**src/rtl/elastic_pipereg.sv**
```systemverilog
// Elastic pipeline register: DEPTH-entry circular buffer with valid/ready on both sides,
// synchronous flush and occupancy count. Define ELASTIC_PIPEREG_FULL_THRU_EN to allow push into a full buffer during a pop.
module elastic_pipereg #(
    parameter int WIDTH = 32,
    parameter int DEPTH = 2,
    localparam int CNT_W = $clog2(DEPTH + 1)
) (
    input  logic             clk,
    input  logic             rst,
    input  logic             flush,
    input  logic             in_valid,
    output logic             in_ready,
    input  logic [WIDTH-1:0] in_data,
    output logic             out_valid,
    input  logic             out_ready,
    output logic [WIDTH-1:0] out_data,
    output logic [CNT_W-1:0] count
);

    localparam int PTR_W = (DEPTH > 1) ? $clog2(DEPTH) : 1;
    localparam logic [PTR_W-1:0] LAST_IDX = PTR_W'(DEPTH - 1);
    localparam logic [CNT_W-1:0] FULL_CNT = CNT_W'(DEPTH);

    logic [WIDTH-1:0] storage [DEPTH];
    logic [PTR_W-1:0] wr_ptr;
    logic [PTR_W-1:0] rd_ptr;
    logic             push;
    logic             pop;

    // Explicit wrap so non-power-of-two depths index correctly.
    function automatic logic [PTR_W-1:0] ptr_inc(input logic [PTR_W-1:0] p);
        return (p == LAST_IDX) ? '0 : p + PTR_W'(1);
    endfunction

    assign out_valid = (count != '0);
    assign out_data  = out_valid ? storage[rd_ptr] : '0;

`ifdef ELASTIC_PIPEREG_FULL_THRU_EN
    assign in_ready = ((count < FULL_CNT) || out_ready) && !flush;
`else
    assign in_ready = (count < FULL_CNT) && !flush;
`endif

    assign push = in_valid && in_ready;
    assign pop  = out_valid && out_ready;

    always_ff @(posedge clk or negedge rst) begin
        if (!rst) begin
            count  <= '0;
            wr_ptr <= '0;
            rd_ptr <= '0;
        end else if (flush) begin
            count  <= '0;
            wr_ptr <= '0;
            rd_ptr <= '0;
        end else begin
            if (push) begin
                wr_ptr <= ptr_inc(wr_ptr);
            end
            if (pop) begin
                rd_ptr <= ptr_inc(rd_ptr);
            end
            case ({push, pop})
                2'b10:   count <= count + CNT_W'(1);
                2'b01:   count <= count - CNT_W'(1);
                default: count <= count;
            endcase
        end
    end

    // Payload storage is deliberately left unreset; out_data is masked while empty.
    always_ff @(posedge clk) begin
        if (push) begin
            storage[wr_ptr] <= in_data;
        end
    end

endmodule
```
**config.mk**
```make
export PLATFORM = sky130hd
export DESIGN_NAME = elastic_pipereg
export DESIGN_NICKNAME = d
export VERILOG_FILES = /design/src/rtl/elastic_pipereg.sv
export SDC_FILE = /design/constraint.sdc
export NUM_CORES = 1
export LEC_CHECK = 0
export ABC_AREA = 1
export ABC_CLOCK_PERIOD_IN_PS = 5800
export CAP_MARGIN = 20
export CORE_UTILIZATION = 40
export CTS_BUF_LIST = sky130_fd_sc_hd__clkbuf_16
export CTS_CLUSTER_SIZE = 20
export DETAILED_ROUTE_END_ITERATION = 6
export PLACE_DENSITY_LB_ADDON = 0.15
export SYNTH_ARGS = -nofsm -noshare
export SYNTH_HDL_FRONTEND = slang
export SYNTH_SLANG_ARGS = --single-unit
```
**constraint.sdc**
```tcl
create_clock -name clk -period 5.8 [get_ports clk]
set_input_delay 1.16 -clock clk [delete_from_list [all_inputs] [get_ports clk]]
set_output_delay 1.16 -clock clk [all_outputs]
set_load 0.01 [all_outputs]
```
# Yosys cells after proc, flatten, opt, wreduce, memory -nomap -nowiden

Memory sizes are Yosys's and may differ from the RTL's.
Index checks and enable logic that the tools add are counted.

Bits in registers: 4
Bits in writable memories: 64
Output and inout bits: 36
Word-level logic and storage cells: 30
Memories: 1

Add/subtract/negate cells: 4
Order comparisons: 1
Equality and inequality tests: 2
Muxes and demuxes: 11
Reductions and logical operators: 8

Memories:

| memory  | depth | bits a word | read ports | clocked after Yosys merged registers in | write ports | RTL line | RTL |
|---|---|---|---|---|---|---|---|
| storage | 2     | 32          | 1          | 0                                       | 1           | 24       | `logic [WIDTH-1:0] storage [DEPTH];` |

Operator list:

| operator              | number |
|---|---|
| $mux W32              | 1 |
| $mux W1               | 8 |
| $reduce_bool A2 Y1    | 3 |
| $pmux W2 S2           | 1 |
| $logic_and A1 B1 Y1   | 3 |
| $reduce_bool A3 Y1    | 1 |
| $add A1 B1 Y1 const B | 2 |
| $add A2 B1 Y2 const B | 1 |
| $eq A2 B1 Y1 const B  | 1 |
| $eq A2 B2 Y1 const B  | 1 |
| $lt A2 B2 Y1 const B  | 1 |
| $mux W2               | 1 |
| $sub A2 B1 Y2 const B | 1 |
| $logic_not A1 Y1      | 1 |

# Logic depth before layout (Yosys ltp)

Gate-level depths: netlist (run 1).

Depth after elaboration: 6
Depth in mapped cells: 7
Depth with buffers taken out: 7

# Least setup slack after synthesis (run 1)

OpenSTA, ideal clock, no wires.

Kind: input to register
From: input port flush
To: memory storage[0][0] (enable)
Library setup time: 0.421 ns
Arrival: 2.822 ns
Required time: 5.379 ns
Slack: 2.557 ns
Cell stages on the path: 3
Buffers on the path: 0
Path through: nor2_2 nand2_2 nor2_1

Cells in the longest elaborated chain, start to end: 5

RTL lines:

| what                          | RTL line | RTL |
|---|---|---|
| from (decl)                   | 10       | `input logic flush,` |
| $logic_not A1 Y1              | 41       | `assign in_ready = (count < FULL_CNT) && !flush;` |
| $logic_and A1 B1 Y1           | 41       |  |
| $logic_and A1 B1 Y1           | 44       | `assign push = in_valid && in_ready;` |
| $mux W1                       | 73       | `if (push) begin` |
| $mux W1 (implied by the code) | 74       | `storage[wr_ptr] <= in_data;` |
| to (decl)                     | 24       |  |

No other way between the ends.

# Final worst setup path (run 1)

From: input port flush
To: output port in_ready

Cells in the longest elaborated chain, start to end: 2

RTL lines:

| what                | RTL line | RTL |
|---|---|---|
| $logic_not A1 Y1    | 41       |  |
| $logic_and A1 B1 Y1 | 41       |  |
| to (decl)           | 12       | `output logic in_ready,` |

No other way between the ends.

==> results.md, run 1 <==
* Height of the chip at between 80 and 90 um
* Overall routed net length at between 5 and 6 mm
* Synthesis-to-finish area growth at 40.53%
* Clock transition time at the flip-flop clock pins of the worst setup and hold paths at ~50 ps
* Number of antenna violations at the first check in global routing at 0
* # placed instances at roughly 350
* Number of global-route vias before repair at between 1,500 and 2,000
* Final slew viol count at 0
* Number of instances in the synthesized netlist at 208
* Biggest fanout along the worst timing path at 2
* Width of the die at 82.99 um
* Cts repair resizes at 0
* Shortest period the worst path allows at roughly 3400 ps
* Count of port buffers added during placement at between 70 and 80
* First-pass GRT wire length at about 8.0 mm
* Worst clock skew on the final layout at about 5.4 ps
* Worst Path Class, Setup: in -> out
* Cell Pwr Density at 336.9 mW/mm^2
* Distinct cell type count of the synthesized netlist at 14
* Largest net degree at the start of global routing at 35
* Drt wl/cell at between 10 and 15 um
* Kind of end point of the critical path: output pin
* Fraction of layout instances using a drive strength above 1 at 0.06272
* Aggregate global-route resource usage at 0.1586
* Worst min-delay path class: reg -> reg
* Headroom to the max-slew limit at 0.3555
* Die area at between 0.006 and 0.007 mm^2
* Post-CTS Setup Repair Bufs at 0
* Register bit total from synthesis at 68
* Overall Power at ~1.2 mW
* # IOs at between 70 and 80
* Unrepaired setup endpoints after global routing: false
* Data arrival, critical path at 2290 ps
* Congestion Overflow GR at 0
* CP Data Required Time at between 4000 and 5000 ps
* Setup Total Neg Slack at 0 ps
* Net count of the mapped netlist at approximately 250
* Hold buffer count at cts at 0
* Worst IR Drop VDD at approximately 0.18 mV
* Clock tree from TritonCTS: yes
* Number of CTS-inserted buffers at 9
* Total leakage power at between 1 and 1.5 nW
* Leading register cell type out of synthesis: edfxtp_1
* Share of the clock period used by the worst path after layout at 0.5940
* Yosys warns at 0
* Root Driver: clkbuf_16
* Commonest cells in the netlist: nand2_1, edfxtp_1, a21oi_1, buf_2, inv_1
* Element type at the critical path start: primary input
* # Max-Cap Violations at 0
* Fraction of post-synthesis cell area in the top cell type by area at 0.7325
* Buffer depth of the longest clock path at 2
* Highest achievable clock rate at a little under 300 MHz
* Initial core utilization at 0.4132
* Placed wire-length estimate after detailed placement at ~3 mm
* Top area cells in the synthesized netlist: edfxtp_1, nand2_1, a21oi_1, dfrtp_1, buf_2
* # DRC at 0
* Yosys top cell by area: edfxtp_1
* Clock latency of the later-clocked register in the worst-skew pair at 320 ps
* Core Rows at 29
* Sequential element share of the synthesized area at 0.7706
* Finish-stage setup viols at 0
* Count of non-filler cells in the finished layout at 364
* Count leader, synth: nand2_1
* Antenna diode count at 0
* Placeable core region at between 0.006 and 0.007 mm^2
* Slew @ Worst Pin at 964.5 ps
* Clock sinks at a little under 70
* Last weighted congestion value of the routability-driven placer at roughly 0.73
* Outcome: finished clean
* Number of hold violations in the final report at 0
* Initial DRC count at between 100 and 150
* Share of synthesized flip-flops with an asynchronous set or reset at 0.05882
* Average via count per standard cell at between 4 and 5
* Maximum level of the CTS H-tree at 3
* Count of vias placed by the detailed router at 1,793
* Post-detailed-route count of antenna-violating nets at 0
* WHS at about 570 ps
* Synthesized area per cell at approximately 13 um^2
* First-pass detailed-route iteration total at 4
* EDFF count, synth at 64
* Net count reported at finish at 320
* Netlist Area Pre-Place at approximately 0.0026 mm^2
[path summary, 6_finish.rpt]
check                           startpoint        endpoint  slack (ps)  depth (start not counted)
worst max-delay path                 flush        in_ready        2350                          3
worst min-delay path                wr_ptr          wr_ptr         570                          1
worst max register to register    count[1]  storage[1][15]        3890                          3
worst min register to register      wr_ptr          wr_ptr         570                          1
max in group asynchronous              rst        count[1]        4560                          1
min in group asynchronous              rst          wr_ptr        1050                          1
[flip-flops by register name (all words and copies together) (netlist names)]
signal   count
rd_ptr       1
storage     64
count        2
wr_ptr       1
[metal layers]
metal | track usage | share of wire
met2 | 0.2437 | 0.49
met4 | 0.08464 | 0.018
met5 | 0 | 0
met3 | 0.05268 | 0.060
met1 | 0.1995 | 0.43
[stage by stage]
| step | area [um^2] | utilization | worst slack [ps] |
|---|---|---|---|
| detailed placement | 3418 | 0.5383 | 2351 |
| global placement | 3418 | 0.5383 | 2362 |
| floorplan | 2624 | - | 2557 |
| global route | 3687 | 0.5807 | 2308 |
| CTS | 3667 | 0.5775 | 2196 |
| finish | 3687 | 0.5807 | 2355 |
[power breakdown]
part,internal (mW),total (mW),switching (mW)
Clock,0.278,0.456,0.178
Combinational,0.101,0.212,0.111
Sequential,0.566,0.574,0.00859
[kinds of logic after synthesis]
kind of cell,share of synthesized area
simple gates,0.1302
compound gates,0.06867
flops,0.7706
buf+inv,0.03052
[cells in the final DEF (no fill, tap or decap), types with 2 or more instances in the layout]
cell type | netlist | routed
nand2_1 | 73 | 73
clkdlybuf4s50_1 | 0 | 72
edfxtp_1 | 64 | 64
a21oi_1 | 33 | 33
clkbuf_16 | 0 | 9
inv_1 | 7 | 8
clkinv_1 | 1 | 5
nand3_1 | 5 | 5
dfrtp_1 | 4 | 4
nor2_4 | 0 | 3
nor2_2 | 3 | 2
o21ai_0 | 2 | 2
[layout make-up]
cell class              instances  area, um^2
repair buffers                 74       748.2
flip-flops and latches         68        2022
clock buffers                   9       225.2
fillers                       522        2663
multi-input cells             122       541.8
well taps                      77       96.34
inverters                       8       30.03
clock inverters                 6       23.77
[critical path, cell delays in order]
cell             delay (ps)
clkdlybuf4s50_1         430
nor2_2                  150
clkdlybuf4s50_1         550
(Power assumes the default switching activity.)
==> run 2: changes to the inputs <==
Settings changed: ABC_CLOCK_PERIOD_IN_PS 5800 to 3200.
Clock period 5.8 ns to 3.2 ns, I/O delays scaled along.
==> results.md, run 2 (synthesis results as in run 1) <==
* Height of the chip at 82.99 um
* Delay of the slowest cell on the worst path at roughly 500 ps
* Die area at about 0.0069 mm^2
* # placed instances at around 350
* Number of global-route vias before repair at 1,735
* Shortest period the worst path allows at 2685 ps
* Initial core utilization at 0.4132
* Seq. cell area at between 0.002 and 0.0025 mm^2
* Clock transition time at the flip-flop clock pins of the worst setup and hold paths at about 50 ps
* Cell internal power dissipation at about 1.8 mW
* Library cell contributing the largest single delay on the critical path: clkdlybuf4s50_1
* Leading cell type in the layout, fill and taps excluded: nand2_1
* Total leakage power at around 1.4 nW
* Register name with the most flops: storage
* CP Data Required Time at between 2000 and 3000 ps
* Post-CTS Setup Repair Bufs at 0
* Drt wl/cell at between 10 and 15 um
* Cell chain of the critical path: nor2_4 -> buf_4 -> a21oi_1 -> clkdlybuf4s50_1
* Largest registers: storage: 64 flops, count: 2 flops
* Core Rows at 29
* Placeable core region at about 0.0063 mm^2
* Switching power share of the total at 0.2291
* Buffer depth of the longest clock path at 2
* First-pass detailed-route iteration total at 4
* Multi-input combinational cell area at 541.8 um^2
* Number of CTS-inserted buffers at 9
* Final slew viol count at 0
* Overall Power at between 2 and 2.5 mW
* Part of the power in the clock network at 0.386
* Combined buffer and inverter count along the critical path at 2
* Hold buffer count at cts at 0
* Average via count per standard cell at just under 5
* Unrepaired setup endpoints after global routing: false
* Slew @ Worst Pin at about 440 ps
* Largest register FFs at 64
* Placed wire-length estimate after detailed placement at around 3.3 mm
* Cts repair resizes at 0
* Count of port buffers added during placement at around 70
* Placement-stage cell area at around 0.0035 mm^2
* Maximum level of the CTS H-tree at 3
* Core Util, Final at 0.5901
* Clock sinks at between 60 and 70
* Top library cells by usage in the layout, fill and taps aside: nand2_1, clkdlybuf4s50_1, edfxtp_1, a21oi_1, clkbuf_16
* Setup Total Neg Slack at 0 ps
* Worst IR Drop VDD at around 0.37 mV
* Outcome: finished clean
* Aggregate global-route resource usage at 0.1587
* # Max-Cap Violations at 0
* Largest net degree at the start of global routing at 33
* Synthesis-to-finish area growth at 42.82%
* Cell Pwr Density at ~620 mW/mm^2
* Count of vias placed by the detailed router at between 1,500 and 2,000
* Final design instance area without fill at around 0.0037 mm^2
* Overall routed net length at 5.161 mm
* First-pass GRT wire length at 8.307 mm
* Width of the die at between 80 and 90 um
* Kind of end point of the critical path: output pin
* # fillers at between 500 and 600
* Antenna diode count at 0
* Net count reported at finish at between 300 and 400
* Count of non-filler cells in the finished layout at 368
* Clock tree from TritonCTS: yes
* Root Driver: clkbuf_16
* Initial DRC count at 84
* Post-detailed-route count of antenna-violating nets at 0
* # DRC at 0
* Share of the clock period used by the worst path after layout at 0.8390
* Congestion Overflow GR at 0
* Combinational power share at 0.168
* Clock latency of the later-clocked register in the worst-skew pair at roughly 320 ps
* Biggest fanout along the worst timing path at 18
* Element type at the critical path start: flip-flop
* Headroom to the max-slew limit at 0.7060
* Highest achievable clock rate at 372.5 MHz
* Last weighted congestion value of the routability-driven placer at ~0.7
* Data arrival, critical path at 2040 ps
* Number of hold violations in the final report at 0
* # IOs at between 70 and 80
* Worst clock skew on the final layout at approximately 3.5 ps
* Top cell family by delay on the critical path: buffers and inverters
* Proportion of power drawn by flip-flops and latches at 0.446
* Fraction of layout instances using a drive strength above 1 at 0.08247
* Finish-stage setup viols at 0
* Number of antenna violations at the first check in global routing at 0
* Worst Path Class, Setup: reg -> out
* Worst min-delay path class: in -> async
* Net Switching at around 0.53 mW
## run 2: changes by cell type in the layout (fill, tap and decap cells not counted), sizes merged
| cell | previous run | this run |
|---|---|---|
| buf | 2 | 7 |
| clkinv | 6 | 4 |
| bufinv | 0 | 1 |
## run 2: power groups by stage
stage          combinational [mW]  sequential [mW]  clock [mW]
2_1_floorplan               0.172             1.06           0
3_3_place_gp                0.394             1.06           0
3_5_place_dp                0.397             1.06           0
4_1_cts                     0.400             1.04       0.917
5_1_grt                     0.427             1.04       0.960
6_report                    0.392             1.04       0.900
## run 2: cell type report
type / count / area share
Multi-Input combinational cell: 122 / 0.1446
Tap cell: 77 / 0.02571
Timing Repair Buffer: 79 / 0.2097
Sequential cell: 68 / 0.5396
Clock inverter: 5 / 0.01235
Inverter: 8 / 0.008013
Clock buffer: 9 / 0.06010
## run 2: final timing paths
path,end,slack (ps),from,cells past startpoint
max,out_data[26],520,count[1],4
min,count[1],530,rst,1
max reg2reg,count[1],1540,count[1],7
min reg2reg,wr_ptr,600,wr_ptr,1
max in group asynchronous,wr_ptr,2490,rst,1
min in group clk,wr_ptr,600,wr_ptr,1
## run 2: metrics by stage
stage,hold slack [ps],setup slack (ps)
2_1_floorplan,344.4,477.0
3_3_place_gp,567.4,798.9
3_5_place_dp,572.6,774.8
4_1_cts,537.4,451.8
5_1_grt,542.9,367.2
6_report,531.7,515.1
## run 2: metal layers
metal	global-route usage	vias to the layer above	part of all wire
met5	0	-	0
met4	0.05643	0	0.014
met3	0.04672	8	0.052
met2	0.2452	55	0.48
met1	0.2149	834	0.46
li1	-	882	-
